## config.mk

```make
export PLATFORM = sky130hd
export DESIGN_NAME = generation_sequencer
export DESIGN_NICKNAME = d
export VERILOG_FILES = /design/src/rtl/generation_sequencer_pkg.sv /design/src/rtl/generation_sequencer_axis_walker.sv /design/src/rtl/generation_sequencer.sv
export SDC_FILE = /design/constraint.sdc
export NUM_CORES = 1
export LEC_CHECK = 0
export BUFFER_PORTS_ARGS = -buffer_cell sky130_fd_sc_hd__clkbuf_2
export CAP_MARGIN = 20
export CORE_MARGIN = 5
export CORE_UTILIZATION = 40
export CTS_BUF_LIST = sky130_fd_sc_hd__clkbuf_2 sky130_fd_sc_hd__clkbuf_4 sky130_fd_sc_hd__clkbuf_8
export DETAILED_ROUTE_END_ITERATION = 8
export SLEW_MARGIN = 40
export SYNTH_ARGS = -nofsm -noshare
export SYNTH_HDL_FRONTEND = slang
export SYNTH_SLANG_ARGS = --single-unit
```

## constraint.sdc

```tcl
create_clock -name clk -period 4.32 [get_ports clk]
set_input_delay 0.216 -clock clk [delete_from_list [all_inputs] [get_ports clk]]
set_output_delay 0.216 -clock clk [all_outputs]
set_load 0.03 [all_outputs]
```

## src/rtl/generation_sequencer_pkg.sv

```systemverilog
// Shared constants and FSM state type for the generation sequencer.
// Latency: none (declarations only).
// Backpressure: none (declarations only).
package generation_sequencer_pkg;

    localparam int PIXELS_PER_BLOCK = 3;
    localparam int NUM_BANKS        = PIXELS_PER_BLOCK * PIXELS_PER_BLOCK;

    typedef enum logic [1:0] {
        ST_IDLE  = 2'd0,
        ST_RUN   = 2'd1,
        ST_DRAIN = 2'd2,
        ST_SWAP  = 2'd3
    } state_t;

endpackage

```

## src/rtl/generation_sequencer_axis_walker.sv

```systemverilog
// One grid axis: sub-pixel (0..2) and block counters, with torus wrap.
// Latency: counters step on the clock edge where advance is high; neighbour outputs are combinational.
// Backpressure: none; advance is a plain enable from the owning FSM.
//
// Ports:
//   clk, resetn   clock, async active-low reset
//   advance       step to the next pixel along this axis
//   sub, blk      current pixel = PIXELS_PER_BLOCK*blk_index + sub; blk is pre-scaled by BLK_STEP
//   wrap          current pixel is the last one on the axis (advance would return to 0)
//   col_blk[s]    scaled block index of the neighbour (offset -1/0/+1) whose sub equals s
module generation_sequencer_axis_walker #(
    parameter int ADDR_WIDTH = 2,
    parameter int NUM_BLKS   = 2,
    parameter int BLK_STEP   = 1
) (
    input  logic                      clk,
    input  logic                      resetn,
    input  logic                      advance,
    output logic [1:0]                sub,
    output logic [ADDR_WIDTH-1:0]     blk,
    output logic                      wrap,
    output logic [2:0][ADDR_WIDTH-1:0] col_blk
);

    // The block counter moves in steps of BLK_STEP so the row axis directly
    // yields the row base address (block_row * WIDTH_BLOCKS) without a multiplier.
    localparam logic [ADDR_WIDTH-1:0] LAST_BLK = ADDR_WIDTH'((NUM_BLKS - 1) * BLK_STEP);
    localparam logic [ADDR_WIDTH-1:0] STEP     = ADDR_WIDTH'(BLK_STEP);

    logic [ADDR_WIDTH-1:0] blk_prev;
    logic [ADDR_WIDTH-1:0] blk_next;

    always_comb begin
        blk_prev = (blk == '0)       ? LAST_BLK : blk - STEP;
        blk_next = (blk == LAST_BLK) ? '0       : blk + STEP;
        wrap     = (sub == 2'd2) && (blk == LAST_BLK);
        // Only the -1 neighbour at sub=0 and the +1 neighbour at sub=2 leave
        // the current block; every other neighbour column shares it.
        col_blk[0] = (sub == 2'd2) ? blk_next : blk;
        col_blk[1] = blk;
        col_blk[2] = (sub == 2'd0) ? blk_prev : blk;
    end

    always_ff @(posedge clk or negedge resetn) begin
        if (!resetn) begin
            sub <= 2'd0;
            blk <= '0;
        end else if (advance) begin
            if (sub == 2'd2) begin
                sub <= 2'd0;
                blk <= blk_next;
            end else begin
                sub <= sub + 2'd1;
            end
        end
    end

endmodule

```

## src/rtl/generation_sequencer.sv

```systemverilog
// Sweeps the banked toroidal grid one cell per cycle, driving 9-bank read addresses and a delayed write.
// Latency: reads for a cell appear the cycle after issue, its write one cycle later; start to done = W*H+2 cycles.
// Backpressure: none; start is only honoured in IDLE and is otherwise dropped.
//
// Ports:
//   clk, resetn              clock, async active-low reset
//   start                    request one generation (IDLE only)
//   busy, done               busy from accepted start until done; done is a one-cycle pulse
//   generation               count of completed generations
//   read_enable, read_addr_* per-bank read strobes and addresses for the 3x3 neighbourhood
//   write_enable, write_addr one-hot centre bank and its address, one cycle behind the reads
//   frame_buffer_select      toggled once per completed generation
module generation_sequencer
    import generation_sequencer_pkg::*;
#(
    parameter int ADDR_WIDTH    = 2,
    parameter int WIDTH_BLOCKS  = 2,
    parameter int HEIGHT_BLOCKS = 2,
    parameter int GEN_WIDTH     = 16
) (
    input  logic                  clk,
    input  logic                  resetn,
    input  logic                  start,
    output logic                  busy,
    output logic                  done,
    output logic [GEN_WIDTH-1:0]  generation,
    output logic [NUM_BANKS-1:0]  read_enable,
    output logic [ADDR_WIDTH-1:0] read_addr_0,
    output logic [ADDR_WIDTH-1:0] read_addr_1,
    output logic [ADDR_WIDTH-1:0] read_addr_2,
    output logic [ADDR_WIDTH-1:0] read_addr_3,
    output logic [ADDR_WIDTH-1:0] read_addr_4,
    output logic [ADDR_WIDTH-1:0] read_addr_5,
    output logic [ADDR_WIDTH-1:0] read_addr_6,
    output logic [ADDR_WIDTH-1:0] read_addr_7,
    output logic [ADDR_WIDTH-1:0] read_addr_8,
    output logic [NUM_BANKS-1:0]  write_enable,
    output logic [ADDR_WIDTH-1:0] write_addr,
    output logic                  frame_buffer_select
);

    state_t state_q;
    logic   last_q;     // final cell of the sweep has been issued

    logic [1:0]                    x_sub, y_sub;
    logic [ADDR_WIDTH-1:0]         x_blk, y_base;
    logic                          x_wrap, y_wrap;
    logic [2:0][ADDR_WIDTH-1:0]    x_col, y_col;

    logic                          issue;
    logic [NUM_BANKS-1:0][ADDR_WIDTH-1:0] nb_addr;
    logic [NUM_BANKS-1:0][ADDR_WIDTH-1:0] rd_addr_q;
    logic [3:0]                    centre_idx;
    logic [NUM_BANKS-1:0]          centre_oh;
    logic [ADDR_WIDTH-1:0]         centre_addr;

    // Centre cell of the previously issued read, held until its write slot.
    logic [NUM_BANKS-1:0]          pend_we;
    logic [ADDR_WIDTH-1:0]         pend_addr;

    always_comb begin
        issue = ((state_q == ST_IDLE) && start) || ((state_q == ST_RUN) && !last_q);
    end

    generation_sequencer_axis_walker #(
        .ADDR_WIDTH (ADDR_WIDTH),
        .NUM_BLKS   (WIDTH_BLOCKS),
        .BLK_STEP   (1)
    ) u_x_walker (
        .clk     (clk),
        .resetn  (resetn),
        .advance (issue),
        .sub     (x_sub),
        .blk     (x_blk),
        .wrap    (x_wrap),
        .col_blk (x_col)
    );

    // Row axis counts in units of WIDTH_BLOCKS, so its block value is the row base address.
    generation_sequencer_axis_walker #(
        .ADDR_WIDTH (ADDR_WIDTH),
        .NUM_BLKS   (HEIGHT_BLOCKS),
        .BLK_STEP   (WIDTH_BLOCKS)
    ) u_y_walker (
        .clk     (clk),
        .resetn  (resetn),
        .advance (issue && x_wrap),
        .sub     (y_sub),
        .blk     (y_base),
        .wrap    (y_wrap),
        .col_blk (y_col)
    );

    // Bank (sy,sx) holds exactly one pixel of the 3x3 neighbourhood: the one
    // whose row sub is sy and column sub is sx.
    for (genvar sy = 0; sy < 3; sy++) begin : g_row
        for (genvar sx = 0; sx < 3; sx++) begin : g_col
            assign nb_addr[sy*3+sx] = y_col[sy] + x_col[sx];
        end
    end

    always_comb begin
        centre_idx  = {2'b00, y_sub} + {2'b00, y_sub} + {2'b00, y_sub} + {2'b00, x_sub};
        centre_oh   = NUM_BANKS'(1) << centre_idx;
        centre_addr = y_base + x_blk;
    end

    always_ff @(posedge clk or negedge resetn) begin
        if (!resetn) begin
            state_q             <= ST_IDLE;
            last_q              <= 1'b0;
            busy                <= 1'b0;
            done                <= 1'b0;
            generation          <= '0;
            read_enable         <= '0;
            rd_addr_q           <= '0;
            pend_we             <= '0;
            pend_addr           <= '0;
            write_enable        <= '0;
            write_addr          <= '0;
            frame_buffer_select <= 1'b0;
        end else begin
            done         <= 1'b0;
            write_enable <= pend_we;
            write_addr   <= pend_addr;

            if (issue) begin
                read_enable <= '1;
                rd_addr_q   <= nb_addr;
                pend_we     <= centre_oh;
                pend_addr   <= centre_addr;
                last_q      <= x_wrap && y_wrap;
            end

            case (state_q)
                ST_IDLE: begin
                    if (start) begin
                        state_q <= ST_RUN;
                        busy    <= 1'b1;
                    end
                end
                ST_RUN: begin
                    if (last_q) begin
                        // DRAIN: reads stop, the last pending write goes out this edge.
                        state_q     <= ST_DRAIN;
                        last_q      <= 1'b0;
                        read_enable <= '0;
                        rd_addr_q   <= '0;
                        pend_we     <= '0;
                        pend_addr   <= '0;
                    end
                end
                ST_DRAIN: begin
                    state_q             <= ST_SWAP;
                    busy                <= 1'b0;
                    done                <= 1'b1;
                    frame_buffer_select <= ~frame_buffer_select;
                    generation          <= generation + GEN_WIDTH'(1);
                end
                ST_SWAP: begin
                    state_q <= ST_IDLE;
                end
                default: begin
                    state_q <= ST_IDLE;
                end
            endcase
        end
    end

    assign read_addr_0 = rd_addr_q[0];
    assign read_addr_1 = rd_addr_q[1];
    assign read_addr_2 = rd_addr_q[2];
    assign read_addr_3 = rd_addr_q[3];
    assign read_addr_4 = rd_addr_q[4];
    assign read_addr_5 = rd_addr_q[5];
    assign read_addr_6 = rd_addr_q[6];
    assign read_addr_7 = rd_addr_q[7];
    assign read_addr_8 = rd_addr_q[8];

endmodule

```

**After elaboration in Yosys (flattened, before gate mapping)**

Index checks and enable logic that the tools add are counted.

- Bits in registers: 79
- Bits of input ports: 3
- Output and inout bits: 57
- Logic and storage cells: 101

- Add/sub/neg operators: 19
- Equality and inequality tests: 9
- Shift operators: 1
- Muxes and demuxes: 31
- Bitwise gates (word level): 1
- Reductions and logical operators: 16

Operators by type and width:

| operator | number |
|---|---|
| $mux W18 | 3 |
| $mux W9 | 6 |
| $mux W2 | 15 |
| $add A2 B2 Y2 | 9 |
| $add A16 B1 Y16 const B | 1 |
| $eq A2 B2 Y1 const B | 5 |
| $logic_not A2 Y1 | 5 |
| $shl A1 B4 Y9 const A | 1 |
| $pmux W2 S4 | 1 |
| $add A2 B1 Y2 const B | 3 |
| $logic_and A1 B1 Y1 | 6 |
| $mux W1 | 5 |
| $add A3 B2 Y4 | 1 |
| $add A4 B2 Y4 | 1 |
| $eq A2 B1 Y1 const B | 2 |
| $ne A2 B2 Y1 const B | 2 |
| $reduce_and A2 Y1 | 2 |
| $add A2 B2 Y3 | 1 |
| $add A2 B2 Y2 const B | 1 |
| $pmux W1 S2 | 1 |
| $reduce_bool A2 Y1 | 1 |
| $sub A2 B1 Y2 const B | 1 |
| $sub A2 B2 Y2 const B | 1 |
| $logic_not A1 Y1 | 1 |
| other kinds (2) | 2 |

**Logic depth before layout (Yosys ltp)**

Gate-level depths: netlist (run 1).

- Word-level depth: 7
- Depth in mapped cells: 9
- Gate-level depth less buffers: 9

**Modules after synthesis**

From an unflattened synthesis (run 1), not the netlist that was laid out.

- Cells, all modules: 330
- Area, all modules: 3682.3 um2

Modules (own cells, without submodules):

| module | instances | cells each | area an instance (um2) | seq. area each (um2) |
|---|---|---|---|---|
| generation_sequencer | 1 | 287 | 3235.6 | 1776.7 |
| generation_sequencer_axis_walker (u_x_walker) | 1 | 24 | 232.7 | 100.1 |
| generation_sequencer_axis_walker (u_y_walker) | 1 | 19 | 214.0 | 100.1 |

**Least setup slack after synthesis (run 1)**

OpenSTA, ideal clock, no wires.

- Path kind: reg2reg
- Start point: register u_x_walker.sub[1]
- End point: register pend_we[6]
- Setup time: 0.078 ns
- Arrival: 2.306 ns
- Data required time: 4.242 ns
- Path slack: 1.936 ns
- Cell stages (with the launch flop): 9
- Buffers on the path: 0
- Clock period less this slack: 2.384 ns
- Cells stage by stage: dfrtp_1 -> inv_1 -> fa_1 -> inv_1 -> ha_1 -> fa_1 -> nor2b_1 -> nand4b_1 -> a21oi_1

- Word-level cells in the longest chain between the ends: 5

Ends and longest elaborated chain:

| element | RTL line | source |
|---|---|---|
| start, declared | generation_sequencer_axis_walker.sv:19 | `output logic [1:0] sub,` |
| start signal, assigned | generation_sequencer_axis_walker.sv:53 | `sub <= sub + 2'd1;` |
| $add A4 B2 Y4 (*) | generation_sequencer.sv:103 | `centre_idx = {2'b00, y_sub} + {2'b00, y_sub} + {2'b00, y_sub} + {2'b00, x_sub};` |
| $shl A1 B4 Y9 (*) | generation_sequencer.sv:104 | `centre_oh = NUM_BANKS'(1) << centre_idx;` |
| $mux W9 (*) | generation_sequencer.sv:127 | `if (issue) begin` |
| $mux W9 | generation_sequencer.sv:143 | `if (last_q) begin` |
| $mux W9 (*) | generation_sequencer.sv:135 | `case (state_q)` |
| end signal, assigned | generation_sequencer.sv:130 | `pend_we <= centre_oh;` |
| end, declared | generation_sequencer.sv:58 | `logic [NUM_BANKS-1:0] pend_we;` |

Every way passes the cells marked *; elsewhere a longest branch is shown, timed or not.
A chain may end at the register's enable or synchronous reset.

**Final worst setup path (run 1)**

Ends and elaborated chain as after synthesis.

==> results of run 1 <==
==> worst max path at each step <==
stage | start | to | slack (ps) | depth (start not counted)
6_report | u_x_walker.sub[1] | pend_we[6] | 1730 | 8
4_1_cts | u_x_walker.sub[1] | pend_we[6] | 1710 | 8
2_1_floorplan | u_x_walker.sub[1] | pend_we[6] | 1940 | 8
3_3_place_gp | u_x_walker.sub[1] | pend_we[6] | 1780 | 8
3_5_place_dp | u_x_walker.sub[1] | pend_we[6] | 1730 | 8
5_1_grt | u_x_walker.sub[1] | pend_we[6] | 1510 | 8
==> repair_timing <==
action | CTS | global route
setup endpoints to repair | 0 | 0
gates resized for setup | 0 | 0
endpoints found under the hold margin | 79 | 0
hold buffers | 1 | 0
==> cell families after synthesis <==
group / count (synthesis) / synth area share [%]
muxes: 3 / 0.918
DFF: 79 / 55.8
xor gates and xnor gates: 38 / 10.8
buffers and inverters: 26 / 3.07
AOI/OAI and AO/OA: 50 / 8.12
adders and majority gates: 16 / 6.07
and+or+nand+nor: 113 / 15.3
==> final cells by class <==
cell class,instances,share of cell area [%]
Sequential cell,79,47.9
Multi-Input combinational cell,220,35.4
Timing Repair Buffer,62,7.92
Clock buffer,10,3.34
Tap cell,108,3.28
Clock inverter,6,1.30
Inverter,9,0.819
==> where the power goes <==
group / leakage, nW / internal [mW] / switching (mW) / total [mW]
logic: 0.924 / 0.585 / 1.08 / 1.66
clock network: 0.0950 / 0.233 / 0.283 / 0.516
registers: 0.988 / 1.01 / 0.203 / 1.21
==> layout by cell type (no fill, tap or decap), drive strengths merged, types with 2 or more instances in the layout <==
master / count
nand4b: 3
clkbuf: 68
nor3: 5
nand3: 8
and2: 2
xor2: 16
nand4: 7
xnor2: 19
ha: 14
nand2: 47
buf: 3
mux2: 2
xnor3: 3
dfrtp: 79
nand2b: 2
o21a: 2
nor2: 28
a21oi: 29
clkinv: 3
nor2b: 4
inv: 11
o21ai: 14
fa: 2
==> flip-flops by register name, indices dropped and copies added, names as in the netlist, 9 cells and up <==
| signal | cells |
|---|---|
| generation | 16 |
| pend_we | 9 |
| read_enable | 9 |
| write_enable | 9 |
==> synth_stat cells, types with 2 or more instances <==
cell type  count
o21a_1         2
nor2b_1        4
a21oi_1       28
buf_2          6
xnor3_1        3
inv_1          9
nand4b_1       3
nand3_1        7
clkbuf_1       8
buf_1          2
ha_1          14
nand2_1       47
mux2_2         2
nand4_1        7
nand2b_1       2
dfrtp_1       79
xor2_1        16
nor2_1        28
xnor2_1       18
fa_1           2
nor3_1         4
o21ai_0       13
==> layer usage <==
layer	part of all wire (%)	GRT usage, %
met5	0	0
met4	0.95	3.33
met3	6.1	5.40
met2	44	19.6
met1	49	17.8
==> worst max-delay path: cells and delay by family (launching register included) <==
kind / cells / cell delay, ps
simple gates: 2 / 390
flops: 1 / 520
compound gates: 1 / 180
fa+ha+maj: 3 / 1290
buf+inv: 2 / 160
==> metrics by stage <==
stage	cell area (sq um)	power (mW)	setup WS [ps]	hold slack [ps]
after global placement	3920	2.89	1780	361
after global routing	4130	3.69	1510	299
after floorplan	3540	2.49	1940	-79.6
final	4130	3.39	1730	289
after detailed placement	3920	2.91	1730	309
after CTS	4130	3.45	1710	281
==> impl_metrics.json, run 1 <==
{
  "outcome": "complete, no violations",
  "die_h_um": 104,
  "die-area_sq_mm": 0.0108,
  "fillers": 833,
  "dp.cells": 477,
  "ys.warnings.count": 0,
  "cts_tree": "built",
  "path_cells": "inv_1 -> fa_1 -> inv_1 -> ha_1 -> fa_1 -> nor2b_1 -> nand4b_1 -> a21oi_1",
  "grt_start_max_net_pins": 80,
  "grt-ovfl-total": 0,
  "clock_latency_ps": 350,
  "ios": 60,
  "setup_viol": 0,
  "post_cts_buffers": 0,
  "synth_top_area_cell": "dfrtp_1",
  "antenna_left": 0,
  "dpl.hpwl_um": 4580,
  "min_period_over_period_pct": 60.0,
  "synthFlopType": "dfrtp_1",
  "reg2reg_to": "pend_we[6]",
  "postSynthAreaPerCell_sq_um": 10.9,
  "ir_worst_vdd_v": 0.000316,
  "path_max_fanout": 8,
  "clkSlewWorstSetupHoldPaths_ps": 80,
  "rsz0062_at_grt": "no",
  "io_buffers": 59,
  "ctsRootBufferMaster": "clkbuf_8",
  "min-delay-start": "start",
  "drv_slew": 0,
  "postLayoutCoreUtil_pct": 47.5,
  "hold_viol": 0,
  "reg2reg_depth": 8,
  "synth_seq_cells": 79,
  "slowest_delay_ps": 580,
  "via_count": 2381,
  "antenna_found_initial": 0,
  "whs_path_depth": 3,
  "globalplace.congestion": 0.793,
  "synthArstFlopShare_pct": 100,
  "fin_setup_tns_ps": 0,
  "cp.arrival_ps": 2870,
  "fin_cells": 494,
  "synth_area_sq_mm": 0.00354,
  "syn_inst": 325,
  "cp-start-kind": "flop",
  "viasPerCell": 4.82,
  "multi_input_comb_area_sq_mm": 0.00146,
  "yosysSeqAreaShare_pct": 55.8,
  "grt_pass1_wl_um": 11800,
  "cp-end-kind": "flop",
  "drt-initial-drc-count": 91,
  "diodes": 0,
  "worst_pin_slew_ps": 713,
  "max_freq_ghz": 0.386,
  "synth_area_leaders": "dfrtp_1, nand2_1, ha_1",
  "regArea_sq_mm": 0.00198,
  "hold_path.class": "in -> reg",
  "critPathRequiredTime_ps": 4590,
  "min_period_ps": 2590,
  "synth.distinct_cells": 43,
  "synth_nets": 344,
  "crit_type": "reg -> reg",
  "htree_levels": 3,
  "rrSetupSlack_ps": 1730,
  "wl_per_cell_um": 13.6,
  "die_x_um": 104,
  "hold_end": "read_enable[8]",
  "cts.sink_count": 79,
  "start_util_pct": 40.8,
  "row_count": 34,
  "area_growth_pct": 16.4,
  "drive_above_1_share_pct": 23.1,
  "cp_slowest_cell": "fa_1",
  "finClkSkew_ps": 11.0,
  "leakagePower_nw": 2.01,
  "power.density_mw_per_mm2": 822,
  "slew_headroom_pct": 52.5,
  "clock_path_buffers": 2,
  "groute.usage.overall_pct": 13.1,
  "timing.rr.start": "u_x_walker.sub[1]",
  "cap_violations": 0,
  "drt_wl_total_um": 6710,
  "core_area_sq_mm": 0.00868,
  "drc": 0,
  "dr.pass1.iters": 4,
  "nNetsFinal": 400,
  "synth_top_area_share_pct": 55.8,
  "cts_made_buffers": 9,
  "grt_pass1_vias": 2423,
  "synth_edf_count": 0
}
No activity file was read; power rests on OpenSTA's default activity.
==> inputs of run 2 (changes only) <==
- clock period: 4.32 -> 2.6 ns (I/O delays scaled with it)
==> run 2 against run 1 <==
Net effect: clock-buffer cell count unchanged; sequential power up 64%; maximum frequency up 11%; clock skew down 2.5 ps; flip-flop and latch count unchanged; routed wire length up 1.4%; combinational power up 74%; setup slack worse by 1500 ps; register-to-register slack worse by 1500 ps; core utilization up 0.95 points; critical path depth unchanged.
==> impl_metrics.json, run 2 (same netlist as run 1, synthesis figures left out) <==
{
  "post_cts_buffers": 0,
  "row_count": 34,
  "ir_worst_vdd_v": 0.000548,
  "drt-initial-drc-count": 103,
  "fin_setup_tns_ps": 0,
  "cts_tree": "built",
  "via_count": 2401,
  "grt_pass1_vias": 2360,
  "ios": 60,
  "p_total_mw": 5.88,
  "whs_path_depth": 3,
  "worst_pin_slew_ps": 695,
  "dpl.hpwl_um": 4700,
  "hold_path.class": "in -> reg",
  "htree_levels": 3,
  "dp.cells": 484,
  "leakagePower_nw": 2.05,
  "outcome": "complete, no violations",
  "antenna_left": 0,
  "reg2reg_depth": 8,
  "cp-end-kind": "flop",
  "die_x_um": 104,
  "dr.pass1.iters": 4,
  "mostFrequentLayoutCell": "dfrtp_1",
  "globalplace.congestion": 0.767,
  "drc": 0,
  "min-delay-start": "start",
  "cap_violations": 0,
  "largest_register": "generation",
  "path_max_fanout": 4,
  "power.density_mw_per_mm2": 1400,
  "die-area_sq_mm": 0.0108,
  "fin_cells": 501,
  "groute.usage.overall_pct": 13.5,
  "grt_start_max_net_pins": 80,
  "area_growth_pct": 18.7,
  "final_cell_mix": "dfrtp_1, clkbuf_2, nand2_1",
  "setup_viol": 0,
  "viasPerCell": 4.79,
  "ctsRootBufferMaster": "clkbuf_8",
  "rsz0062_at_grt": "no",
  "cts_resized": 0,
  "hold_end": "read_enable[8]",
  "diodes": 0,
  "core_area_sq_mm": 0.00868,
  "hold_buffers": 1,
  "cp-start-kind": "flop",
  "finClkSkew_ps": 8.48,
  "clock_path_buffers": 2,
  "min_period_over_period_pct": 90.0,
  "slew_headroom_pct": 53.7,
  "crit_type": "reg -> reg",
  "reg2reg_to": "pend_we[5]",
  "nNetsFinal": 407,
  "grt-ovfl-total": 0,
  "min_period_ps": 2340,
  "drv_slew": 0,
  "rrSetupSlack_ps": 260,
  "largest_register_ffs": 16,
  "grt_pass1_wl_um": 12000,
  "cts.sink_count": 79,
  "clock_latency_ps": 350,
  "drt_wl_total_um": 6810,
  "start_util_pct": 40.8,
  "wl_per_cell_um": 13.6,
  "timing.rr.start": "u_x_walker.sub[1]",
  "drive_above_1_share_pct": 24.2,
  "max_freq_ghz": 0.427,
  "antenna_found_initial": 0,
  "critPathRequiredTime_ps": 2870,
  "die_h_um": 104,
  "clkSlewWorstSetupHoldPaths_ps": 80,
  "cp.arrival_ps": 2610,
  "io_buffers": 59,
  "cts_made_buffers": 9,
  "cp-startpoint": "u_x_walker.sub[1]",
  "hold_viol": 0
}
[run 2: per-stage QoR]
stage	hold slack (ps)	util (%)	cell area (sq um)	setup WS, ps
2_1_floorplan	-166	-	3540	216
3_3_place_gp	362	45.7	3970	307
3_5_place_dp	222	45.8	3970	265
4_1_cts	175	48.5	4210	247
5_1_grt	214	48.5	4210	43.1
6_report	184	48.5	4210	259
[run 2: area by class of cell]
| class | instances | area, sq um |
|---|---|---|
| multi-input cells | 220 | 1460 |
| flip-flops and latches | 79 | 1980 |
| inverters | 9 | 33.8 |
| well taps | 108 | 135 |
| fillers | 829 | 4470 |
| repair buffers | 69 | 379 |
| clock buffers | 10 | 131 |
| clock inverters | 6 | 92.6 |
[run 2: worst max-delay path, stage by stage, from the launching register on]
cell and delay [ps]:
dfrtp_1 360, inv_1 60, fa_1 560, inv_1 50, ha_1 200, fa_1 500, nor2b_1 260, nand3_1 120
a21oi_1 170
[run 2: worst max path at each step]
stage / to
after CTS: pend_we[5]
after global routing: pend_we[6]
after floorplan: pend_we[6]
after detailed placement: pend_we[6]
after global placement: pend_we[7]
final: pend_we[5]
[run 2: layer usage]
layer / vias up / track usage [%] / part of all wire, %
li1: 1209 / - / -
met1: 1124 / 19.2 / 50
met2: 57 / 19.4 / 43
met3: 11 / 3.97 / 5.2
met4: 0 / 5.00 / 1.6
met5: - / 0 / 0
[run 2: power breakdown]
| group | switching [mW] | internal [mW] | leakage [nW] |
|---|---|---|---|
| sequential | 0.302 | 1.67 | 0.988 |
| combinational | 1.85 | 1.03 | 0.958 |
| clock | 0.459 | 0.556 | 0.107 |
| total | 2.61 | 3.26 | 2.05 |
